<file path="config.mk">
export PLATFORM = sky130hd
export DESIGN_NAME = combin_line_ctrl
export DESIGN_NICKNAME = d
export VERILOG_FILES = /design/src/rtl/combin_ctrl_pkg.sv /design/src/rtl/combin_line_addr_gen.sv /design/src/rtl/combin_line_ctrl.sv
export SDC_FILE = /design/constraint.sdc
export NUM_CORES = 1
export LEC_CHECK = 0
export BUFFER_PORTS_ARGS = -buffer_cell sky130_fd_sc_hd__buf_2
export CAP_MARGIN = 25
export CELL_PAD_IN_SITES_DETAIL_PLACEMENT = 0
export CELL_PAD_IN_SITES_GLOBAL_PLACEMENT = 1
export CORE_ASPECT_RATIO = 0.7
export CORE_MARGIN = 2
export CORE_UTILIZATION = 40
export CTS_CLUSTER_SIZE = 30
export DETAILED_ROUTE_END_ITERATION = 12
export PLACE_DENSITY_LB_ADDON = 0.1
export SETUP_SLACK_MARGIN = 0.2
export SLEW_MARGIN = 25
export SYNTH_ARGS = -nofsm -noshare
export SYNTH_HDL_FRONTEND = slang
export SYNTH_SLANG_ARGS = --single-unit
export TNS_END_PERCENT = 5
</file>
<file path="constraint.sdc">
create_clock -name clock -period 3.5 [get_ports clock]
set_input_delay 0.175 -clock clock [delete_from_list [all_inputs] [get_ports clock]]
set_output_delay 0.175 -clock clock [all_outputs]
set_load 0.05 [all_outputs]
</file>
<file path="src/rtl/combin_ctrl_pkg.sv">
// combin_ctrl_pkg: shared states, request record and limits for the combin line controller
package combin_ctrl_pkg;
  localparam int ADDR_WIDTH = 32;
  localparam int LEN_WIDTH = 8;
  localparam int WORDS_MAX = 2**LEN_WIDTH-1;
  typedef enum logic [2:0] {IDLE, WAIT_SOF, LINE, DRAIN, REQ} state_t;
  typedef struct packed {
    logic [ADDR_WIDTH-1:0] addr;
    logic [LEN_WIDTH-1:0]  len;
  } req_t;
endpackage

</file>
<file path="src/rtl/combin_line_addr_gen.sv">
// combin_line_addr_gen: line start address accumulator, loaded with base and stepped by stride
module combin_line_addr_gen
  import combin_ctrl_pkg::*;
#(
  parameter int ADDR_W = ADDR_WIDTH
) (
  input  logic              clock,
  input  logic              rst,
  input  logic              load,
  input  logic              step,
  input  logic [ADDR_W-1:0] base,
  input  logic [ADDR_W-1:0] stride,
  output logic [ADDR_W-1:0] addr
);
  logic [ADDR_W-1:0] addr_d, addr_q;
  always_comb addr_d = load ? base : step ? addr_q + stride : addr_q;
  always_ff @(posedge clock) addr_q <= rst ? '0 : addr_d;
  assign addr = addr_q;
endmodule

</file>
<file path="src/rtl/combin_line_ctrl.sv">
// combin_line_ctrl: line/frame sequencer feeding the packer and issuing one burst request per line
module combin_line_ctrl
  import combin_ctrl_pkg::*;
#(
  parameter int ISIZE  = 24,
  parameter int OSIZE  = 256,
  parameter int ADDR_W = ADDR_WIDTH,
  parameter int DIM_W  = 12,
  parameter int LEN_W  = LEN_WIDTH
) (
  input  logic              clock,
  input  logic              rst,
  input  logic              cfg_start,
  input  logic              cfg_abort,
  input  logic [ADDR_W-1:0] cfg_base,
  input  logic [ADDR_W-1:0] cfg_stride,
  input  logic [DIM_W-1:0]  cfg_hsize,
  input  logic [DIM_W-1:0]  cfg_vsize,
  input  logic              s_valid,
  output logic              s_ready,
  input  logic [ISIZE-1:0]  s_data,
  input  logic              s_sof,
  input  logic              s_eol,
  output logic              pk_wr_en,
  output logic [ISIZE-1:0]  pk_data,
  output logic              pk_align,
  output logic              pk_last,
  input  logic              pk_owr_en,
  input  logic              pk_olast_en,
  output logic              req_valid,
  input  logic              req_ready,
  output logic [ADDR_W-1:0] req_addr,
  output logic [LEN_W-1:0]  req_len,
  output logic              busy,
  output logic              frame_done,
  output logic              err_sof,
  output logic              err_eol,
  output logic [DIM_W-1:0]  line_idx
);
  if (OSIZE < ISIZE) begin : g_size_check
    $error("OSIZE must be at least ISIZE");
  end
  state_t            state_d, state_q;
  logic [DIM_W-1:0]  hsize_d, hsize_q, vsize_d, vsize_q;
  logic [DIM_W-1:0]  pix_cnt_d, pix_cnt_q, line_d, line_q;
  logic [ADDR_W-1:0] stride_d, stride_q, line_addr;
  logic [LEN_W-1:0]  word_cnt_d, word_cnt_q, word_inc;
  req_t              req_d, req_q;
  logic              abort_d, abort_q, err_sof_d, err_sof_q, err_eol_d, err_eol_q;
  logic              frame_done_d, frame_done_q;
  logic              addr_load, addr_step, last_pix, last_line;
  combin_line_addr_gen #(.ADDR_W(ADDR_W)) u_addr (
    .clock (clock),
    .rst   (rst),
    .load  (addr_load),
    .step  (addr_step),
    .base  (cfg_base),
    .stride(stride_q),
    .addr  (line_addr)
  );
  always_comb begin
    state_d      = state_q;
    hsize_d      = hsize_q;
    vsize_d      = vsize_q;
    stride_d     = stride_q;
    pix_cnt_d    = pix_cnt_q;
    word_cnt_d   = word_cnt_q;
    line_d       = line_q;
    req_d        = req_q;
    abort_d      = abort_q;
    err_sof_d    = err_sof_q;
    err_eol_d    = err_eol_q;
    frame_done_d = 1'b0;
    addr_load    = 1'b0;
    addr_step    = 1'b0;
    pk_wr_en     = 1'b0;
    pk_align     = 1'b0;
    pk_last      = 1'b0;
    s_ready      = state_q == WAIT_SOF || state_q == LINE;
    last_pix     = pix_cnt_q == hsize_q - DIM_W'(1);
    last_line    = line_q == vsize_q - DIM_W'(1);
    word_inc     = word_cnt_q == LEN_W'(WORDS_MAX) ? word_cnt_q : word_cnt_q + LEN_W'(1);
    case (state_q)
      IDLE: if (cfg_start && !cfg_abort) begin
        state_d   = WAIT_SOF;
        hsize_d   = cfg_hsize;
        vsize_d   = cfg_vsize;
        stride_d  = cfg_stride;
        line_d    = '0;
        err_sof_d = 1'b0;
        err_eol_d = 1'b0;
        abort_d   = 1'b0;
        addr_load = 1'b1;
      end
      WAIT_SOF: if (s_valid && s_sof) begin
        pk_wr_en   = 1'b1;
        pk_align   = 1'b1;
        pk_last    = hsize_q == DIM_W'(1);
        pix_cnt_d  = DIM_W'(1);
        word_cnt_d = '0;
        err_eol_d  = err_eol_q | (s_eol != pk_last);
        state_d    = pk_last ? DRAIN : LINE;
      end
      LINE: begin
        word_cnt_d = pk_owr_en ? word_inc : word_cnt_q;
        if (s_valid) begin
          pk_wr_en  = 1'b1;
          pk_last   = last_pix;
          pix_cnt_d = pix_cnt_q + DIM_W'(1);
          err_eol_d = err_eol_q | (s_eol != last_pix);
          err_sof_d = err_sof_q | s_sof;
          state_d   = last_pix ? DRAIN : LINE;
        end
      end
      DRAIN: begin
        word_cnt_d = pk_owr_en ? word_inc : word_cnt_q;
        if (pk_olast_en) begin
          req_d.addr = line_addr;
          req_d.len  = word_cnt_d;
          state_d    = REQ;
        end
      end
      REQ: begin
        abort_d = abort_q | cfg_abort;
        if (req_ready) begin
          state_d      = (abort_d || last_line) ? IDLE : LINE;
          frame_done_d = !abort_d && last_line;
          if (!abort_d && !last_line) begin
            line_d     = line_q + DIM_W'(1);
            pix_cnt_d  = '0;
            word_cnt_d = '0;
            addr_step  = 1'b1;
          end
        end
      end
      default: state_d = IDLE;
    endcase
    if (cfg_abort && (state_q == WAIT_SOF || state_q == LINE || state_q == DRAIN)) state_d = IDLE;
  end
  always_ff @(posedge clock) begin
    if (rst) begin
      state_q      <= IDLE;
      hsize_q      <= '0;
      vsize_q      <= '0;
      stride_q     <= '0;
      pix_cnt_q    <= '0;
      word_cnt_q   <= '0;
      line_q       <= '0;
      req_q        <= '0;
      abort_q      <= 1'b0;
      err_sof_q    <= 1'b0;
      err_eol_q    <= 1'b0;
      frame_done_q <= 1'b0;
    end else begin
      state_q      <= state_d;
      hsize_q      <= hsize_d;
      vsize_q      <= vsize_d;
      stride_q     <= stride_d;
      pix_cnt_q    <= pix_cnt_d;
      word_cnt_q   <= word_cnt_d;
      line_q       <= line_d;
      req_q        <= req_d;
      abort_q      <= abort_d;
      err_sof_q    <= err_sof_d;
      err_eol_q    <= err_eol_d;
      frame_done_q <= frame_done_d;
    end
  end
  assign pk_data    = s_data;
  assign req_valid  = state_q == REQ;
  assign req_addr   = req_q.addr;
  assign req_len    = req_q.len;
  assign busy       = state_q != IDLE;
  assign frame_done = frame_done_q;
  assign err_sof    = err_sof_q;
  assign err_eol    = err_eol_q;
  assign line_idx   = line_q;
endmodule

</file>
Word-level counts from Yosys, hierarchy flattened:

Cells that the tools add are included.

* register bits after elaboration: 167
* input port bits: 122
* output and inout bits: 85
* word-level logic and storage cells: 118

* add/sub/neg operators: 6
* equal/unequal tests: 16
* muxes and demuxes: 45
* bitwise operators: 6
* reductions and logical operators: 31

Operators by type and width (number)
* $mux W12: 7
* $mux W32: 2
* $mux W8: 5
* $pmux W12 S3: 1
* $add A32 B32 Y32: 1
* $add A12 B1 Y12 const B: 2
* $eq A12 B12 Y1: 2
* $pmux W12 S2: 1
* $pmux W8 S3: 1
* $sub A12 B1 Y12 const B: 2
* $mux W1: 16
* $mux W3: 5
* $pmux W3 S5: 1
* $eq A12 B1 Y1 const B: 1
* $reduce_and A4 Y1: 3
* $reduce_bool A3 Y1: 4
* $reduce_and A5 Y1: 2
* $add A8 B1 Y8 const B: 1
* $eq A8 B8 Y1 const B: 1
* $pmux W1 S2: 4
* $eq A3 B2 Y1 const B: 2
* $ne A2 B1 Y1 const B: 3
* $ne A2 B2 Y1 const B: 3
* $reduce_and A2 Y1: 3
* other kinds (15): 31

Depth between registers and ports, before layout:

* depth in word-level cells: 9
* mapped depth: 12
* mapped depth without buffers: 11

By module:

Synthesis repeated with hierarchy kept, for this count alone.

* cells, all modules: 1242
* area, all modules: 9489.1 sq um

By module, submodules not included
* combin_line_ctrl: instances 1, cells an instance 839, area each 6393.6 sq um
* combin_line_addr_gen: instances 1, cells an instance 403, area each 3095.5 sq um

Worst setup path after synthesis:

No wires, ideal clock.

* path type: register -> register
* start: register state_q[1]
* end: register pix_cnt_q[9]
* setup time: 0.070 ns
* arrival time: 3.173 ns
* data required time: 3.430 ns
* setup slack: 0.257 ns
* cell stages (with the launch flop): 9
* path buffers: 2
* cell sequence: dfxtp_1 clkbuf_1 nor3_1 inv_1 nand2_1 a21oi_2 buf_6 or4_1 a21oi_1

* word-level cells in the longest chain between the ends: 3
* elaborated cells on any way between the ends: 10
* those cells by class: eq/ne: 7; mux: 1; reduce/logical: 2

RTL lines
* start: declaration: RTL line combin_line_ctrl.sv:43 `state_t state_d, state_q;`
* start signal: assignment: RTL line combin_line_ctrl.sv:155 `state_q <= state_d;`
* $eq A3 B3 Y1, or another cell as far along: RTL line combin_line_ctrl.sv:83 `case (state_q)`
* $ne A2 B1 Y1 (no line), or another cell as far along
* $reduce_and A5 Y1 (no line)
* end signal: assignment: RTL line combin_line_ctrl.sv:159 `pix_cnt_q <= pix_cnt_d;`
* end: declaration: RTL line combin_line_ctrl.sv:45 `logic [DIM_W-1:0] pix_cnt_d, pix_cnt_q, line_d, line_q;`

Parallel ways exist; a longest one is shown, timed or not.
A chain may end at the register's enable or synchronous reset.

Worst setup path in the final report:

* start: register u_addr.addr_q[0] (netlist: u_addr.addr[0])
* end: register u_addr.addr_q[30] (netlist: u_addr.addr[30])

* word-level cells in the longest chain between the ends: 3

RTL lines
* start: declaration: RTL line combin_line_addr_gen.sv:15 `logic [ADDR_W-1:0] addr_d, addr_q;`
* start signal: assignment: RTL line combin_line_addr_gen.sv:17 `always_ff @(posedge clock) addr_q <= rst ? '0 : addr_d;`
* $add A32 B32 Y32: RTL line combin_line_addr_gen.sv:16 `always_comb addr_d = load ? base : step ? addr_q + stride : addr_q;`
* $mux W32 (2 in series): RTL line combin_line_addr_gen.sv:16

Every way passes these cells. The select of a mux whose other input is x is not followed.

==> flow_summary_export.csv <==
group,metric,value,unit
run_status,status,"completed",
drt,routed_wl,27630,um
drt,postRouteAntennaNets,0,
power,power.density,405.9,nW/um^2
critical_path,path_buf_inv,1,
synth,synthTopCellsByArea,"dfxtp_1, nand2_1, a21oi_1, ha_1, xnor2_1",
drt,drtPass1Iterations,5,
synth,synth_commonest_cells,"nand2_1, dfxtp_1, a21oi_1, nor2_1, clkbuf_1",
clocking,clk_latency,450,ps
placed_design,place_inst,1608,
timing,clock_skew,12.68,ps
critical_path,path_common_cell,"a211oi_1",
global_routing,antenna_found_initial,0,
timing,maxSlewViolCount,0,
clocking,cts_num_sinks,167,
synth,netlist_instances,1206,
global_routing,grt_overflow,0,
timing,fin_ws,365.3,ps
timing,rsz0062_at_grt,"true",
clocking,ctsLongestPathBuffers,2,
global_routing,grt_max_degree,66,
timing,hold_viol_final,0,
clocking,numCtsBuffers,17,
floorplanning,core_area,22680,um^2
placed_design,gp_congestion,0.8405,
critical_path,worstPathArrival,3500,ps
timing,tns,0,ps
flow_run,cap_violations,0,
power,p_leak,4.616,nW
critical_path,slowest_stage,"a2111oi_1",
final_layout,stdcell_count,1698,
synth,syn-cell-area,9255,um^2
synth,yosysWarnings,0,
placed_design,dp_slack,124.1,ps
synth,yosys.cell_count.top_type,"nand2_1",
drt,drtIter0Drc,533,
drt,vias,8923,
timing,hold_ws,18.62,ps
critical_path,cp.required,3860,ps
floorplanning,die_w,185.8,um
placed_design,port_buffers,158,
global_routing,track_usage,22.75,%
global_routing,grt_pass1_vias,8377,
drt,routed_wire_length_per_instance,16.27,um
synth,synth-edff-count,0,
floorplanning,io_pins,207,
final_layout,fill_cells,2345,
synth,ys_async_sr_fraction,0,%
floorplanning,start_util,40.81,%
clocking,htree_levels,4,
timing,fmax,319.0,MHz
floorplanning,die_h,131.3,um
critical_path,crit_type,"register to register",
timing,worst_pin_slew,652.5,ps
critical_path,max_stage_delay,490,ps
synth,ys_types,66,
synth,synth_top_cell_by_area,"dfxtp_1",
clocking,cts_root_buf,"clkbuf_16",
min_path,hold_class,"input pin to register",
floorplanning,rows,46,
drt,remaining_drc_errors,0,
synth,ys_seq_area_share,36.12,%
floorplanning,dieArea,24390,um^2
critical_path,cp_max_fo,6,
critical_path,crit_chain,"ha_1 -> inv_1 -> fa_1 -> nand2b_1 -> a2111oi_1 -> nor4_1 -> nor2_2 -> a211oi_1 -> o31ai_1 -> xnor2_1 -> a211oi_1",
clocking,clk_pin_slew,70,ps
timing,final.period_utilization,89.56,%
timing,max-slew-margin-rel,56.50,%
timing,setup_viol,0,
timing,period_needed,3135,ps
clocking,cts_tree,"yes",
placed_design,dp_hpwl,19510,um
synth,synthFlopType,"dfxtp_1",
final_layout,nNetsFinal,1533,
critical_path,critPathLaunchType,"register",
drt,viasPerCell,5.255,
power,peakVddDrop,0.3446,mV
final_layout,post-route-util,50.13,%
synth,synth_seq_cells,167,
critical_path,crit_path_end_kind,"register",
final_layout,insertedDiodeCount,0,
synth,synth_top_area_share,36.12,%
critical_path,path_delay_family,"compound AO/OA/AOI/OAI gates",
final_layout,area_growth,22.82,%
synth,synth_area_per_cell,7.674,um^2
synth,synth_nets,1366,
global_routing,grt_pass1_wl,44340,um
final_layout,layout-drive-gt1-share,17.10,%
==> per-stage QoR <==
stage	power, mW	cell area, um^2
after CTS	4.652	11330
after detailed placement	2.803	10200
after floorplan	2.661	9255
final	4.614	11370
after global placement	2.802	10200
after global routing	4.828	11370
==> sequential cells by signal (all words and copies together), names as in the netlist, 12 cells and up <==
signal       cells
vsize_q         12
pix_cnt_q       12
req_addr        32
line_idx        12
u_addr.addr     32
stride_q        32
hsize_q         12
==> where the power goes <==
group | internal (mW) | switching [mW]
sequential | 1.97 | 0.0682
clock | 0.920 | 0.866
combinational | 0.334 | 0.453
==> layer usage <==
metal,vias up,part of all wire [%],track usage (%)
li1,4550,-,-
met1,4147,54,34.86
met2,195,40,32.11
met3,31,4.8,4.823
met4,0,1.0,5.206
met5,-,0,0
==> what timing repair did <==
action | CTS | global route
hold buffers | 57 | 0
resized for setup | 2 | 7
setup endpoints to repair | 3 | 5
gates cloned | 0 | 0
pin swaps | 0 | 2
endpoints found under the hold margin | 57 | 0
buffers inserted | 0 | 1
==> cell families (layout without fill, tap and decap cells) <==
group | Yosys count | count (layout) | synth area share, %
mux | 4 | 4 | 0.4326
flops | 167 | 167 | 36.12
buf+inv | 113 | 293 | 5.813
xor+xnor | 64 | 64 | 6.056
simple gates | 490 | 490 | 24.24
fa+ha+maj | 38 | 38 | 5.218
compound gates | 330 | 330 | 22.12
==> worst reg2reg max path, delay by kind of cell (launching register included) <==
family          cells  cell delay (ps)
fa+ha+maj           2              580
buf+inv             1               70
flops               1              360
simple gates        3              720
xor+xnor            1              100
compound gates      4             1230
==> cell type report <==
type	count	area, um^2	area share [%]
tap	312	390.4	3.434
timing repair buffer	238	1564	13.76
multi-input combinational	926	5435	47.81
clock buffer	17	425.4	3.742
clock inverter	15	122.6	1.079
sequential	167	3343	29.41
inverter	23	86.33	0.7595
==> cell usage in the layout, fill, tap and decap left out, types with 5 or more instances in the layout <==
| cell | n |
|---|---|
| nand2_1 | 250 |
| dfxtp_1 | 167 |
| a21oi_1 | 165 |
| buf_2 | 156 |
| nor2_1 | 84 |
| dlygate4sd3_1 | 57 |
| xnor2_1 | 42 |
| o21ai_0 | 38 |
| ha_1 | 37 |
| nand3_1 | 33 |
| a211oi_1 | 24 |
| inv_1 | 23 |
| buf_4 | 23 |
| xor2_1 | 22 |
| or3_1 | 21 |
| a21o_1 | 20 |
| clkbuf_16 | 17 |
| nor3_1 | 16 |
| a311oi_1 | 13 |
| nand2b_1 | 12 |
| a31oi_1 | 9 |
| and3_1 | 9 |
| o31ai_1 | 8 |
| nand4_1 | 8 |
| and2_1 | 7 |
| nor2b_1 | 7 |
| o21bai_1 | 6 |
| or4_1 | 6 |
| clkinv_4 | 6 |
| o21a_1 | 5 |
| and4_1 | 5 |
| a211o_1 | 5 |
==> final timing paths <==
| check | cells after the start | slack (ps) | end | from |
|---|---|---|---|---|
| setup / recovery | 11 | 370 | u_addr.addr[30] | u_addr.addr[0] |
| hold reg to reg | 2 | 450 | req_addr[24] | req_addr[24] |
| setup reg to reg | 11 | 370 | u_addr.addr[30] | u_addr.addr[0] |
| hold / removal | 3 | 20 | u_addr.addr[18] | cfg_base[18] |
Power figures use the tool's default switching activity.
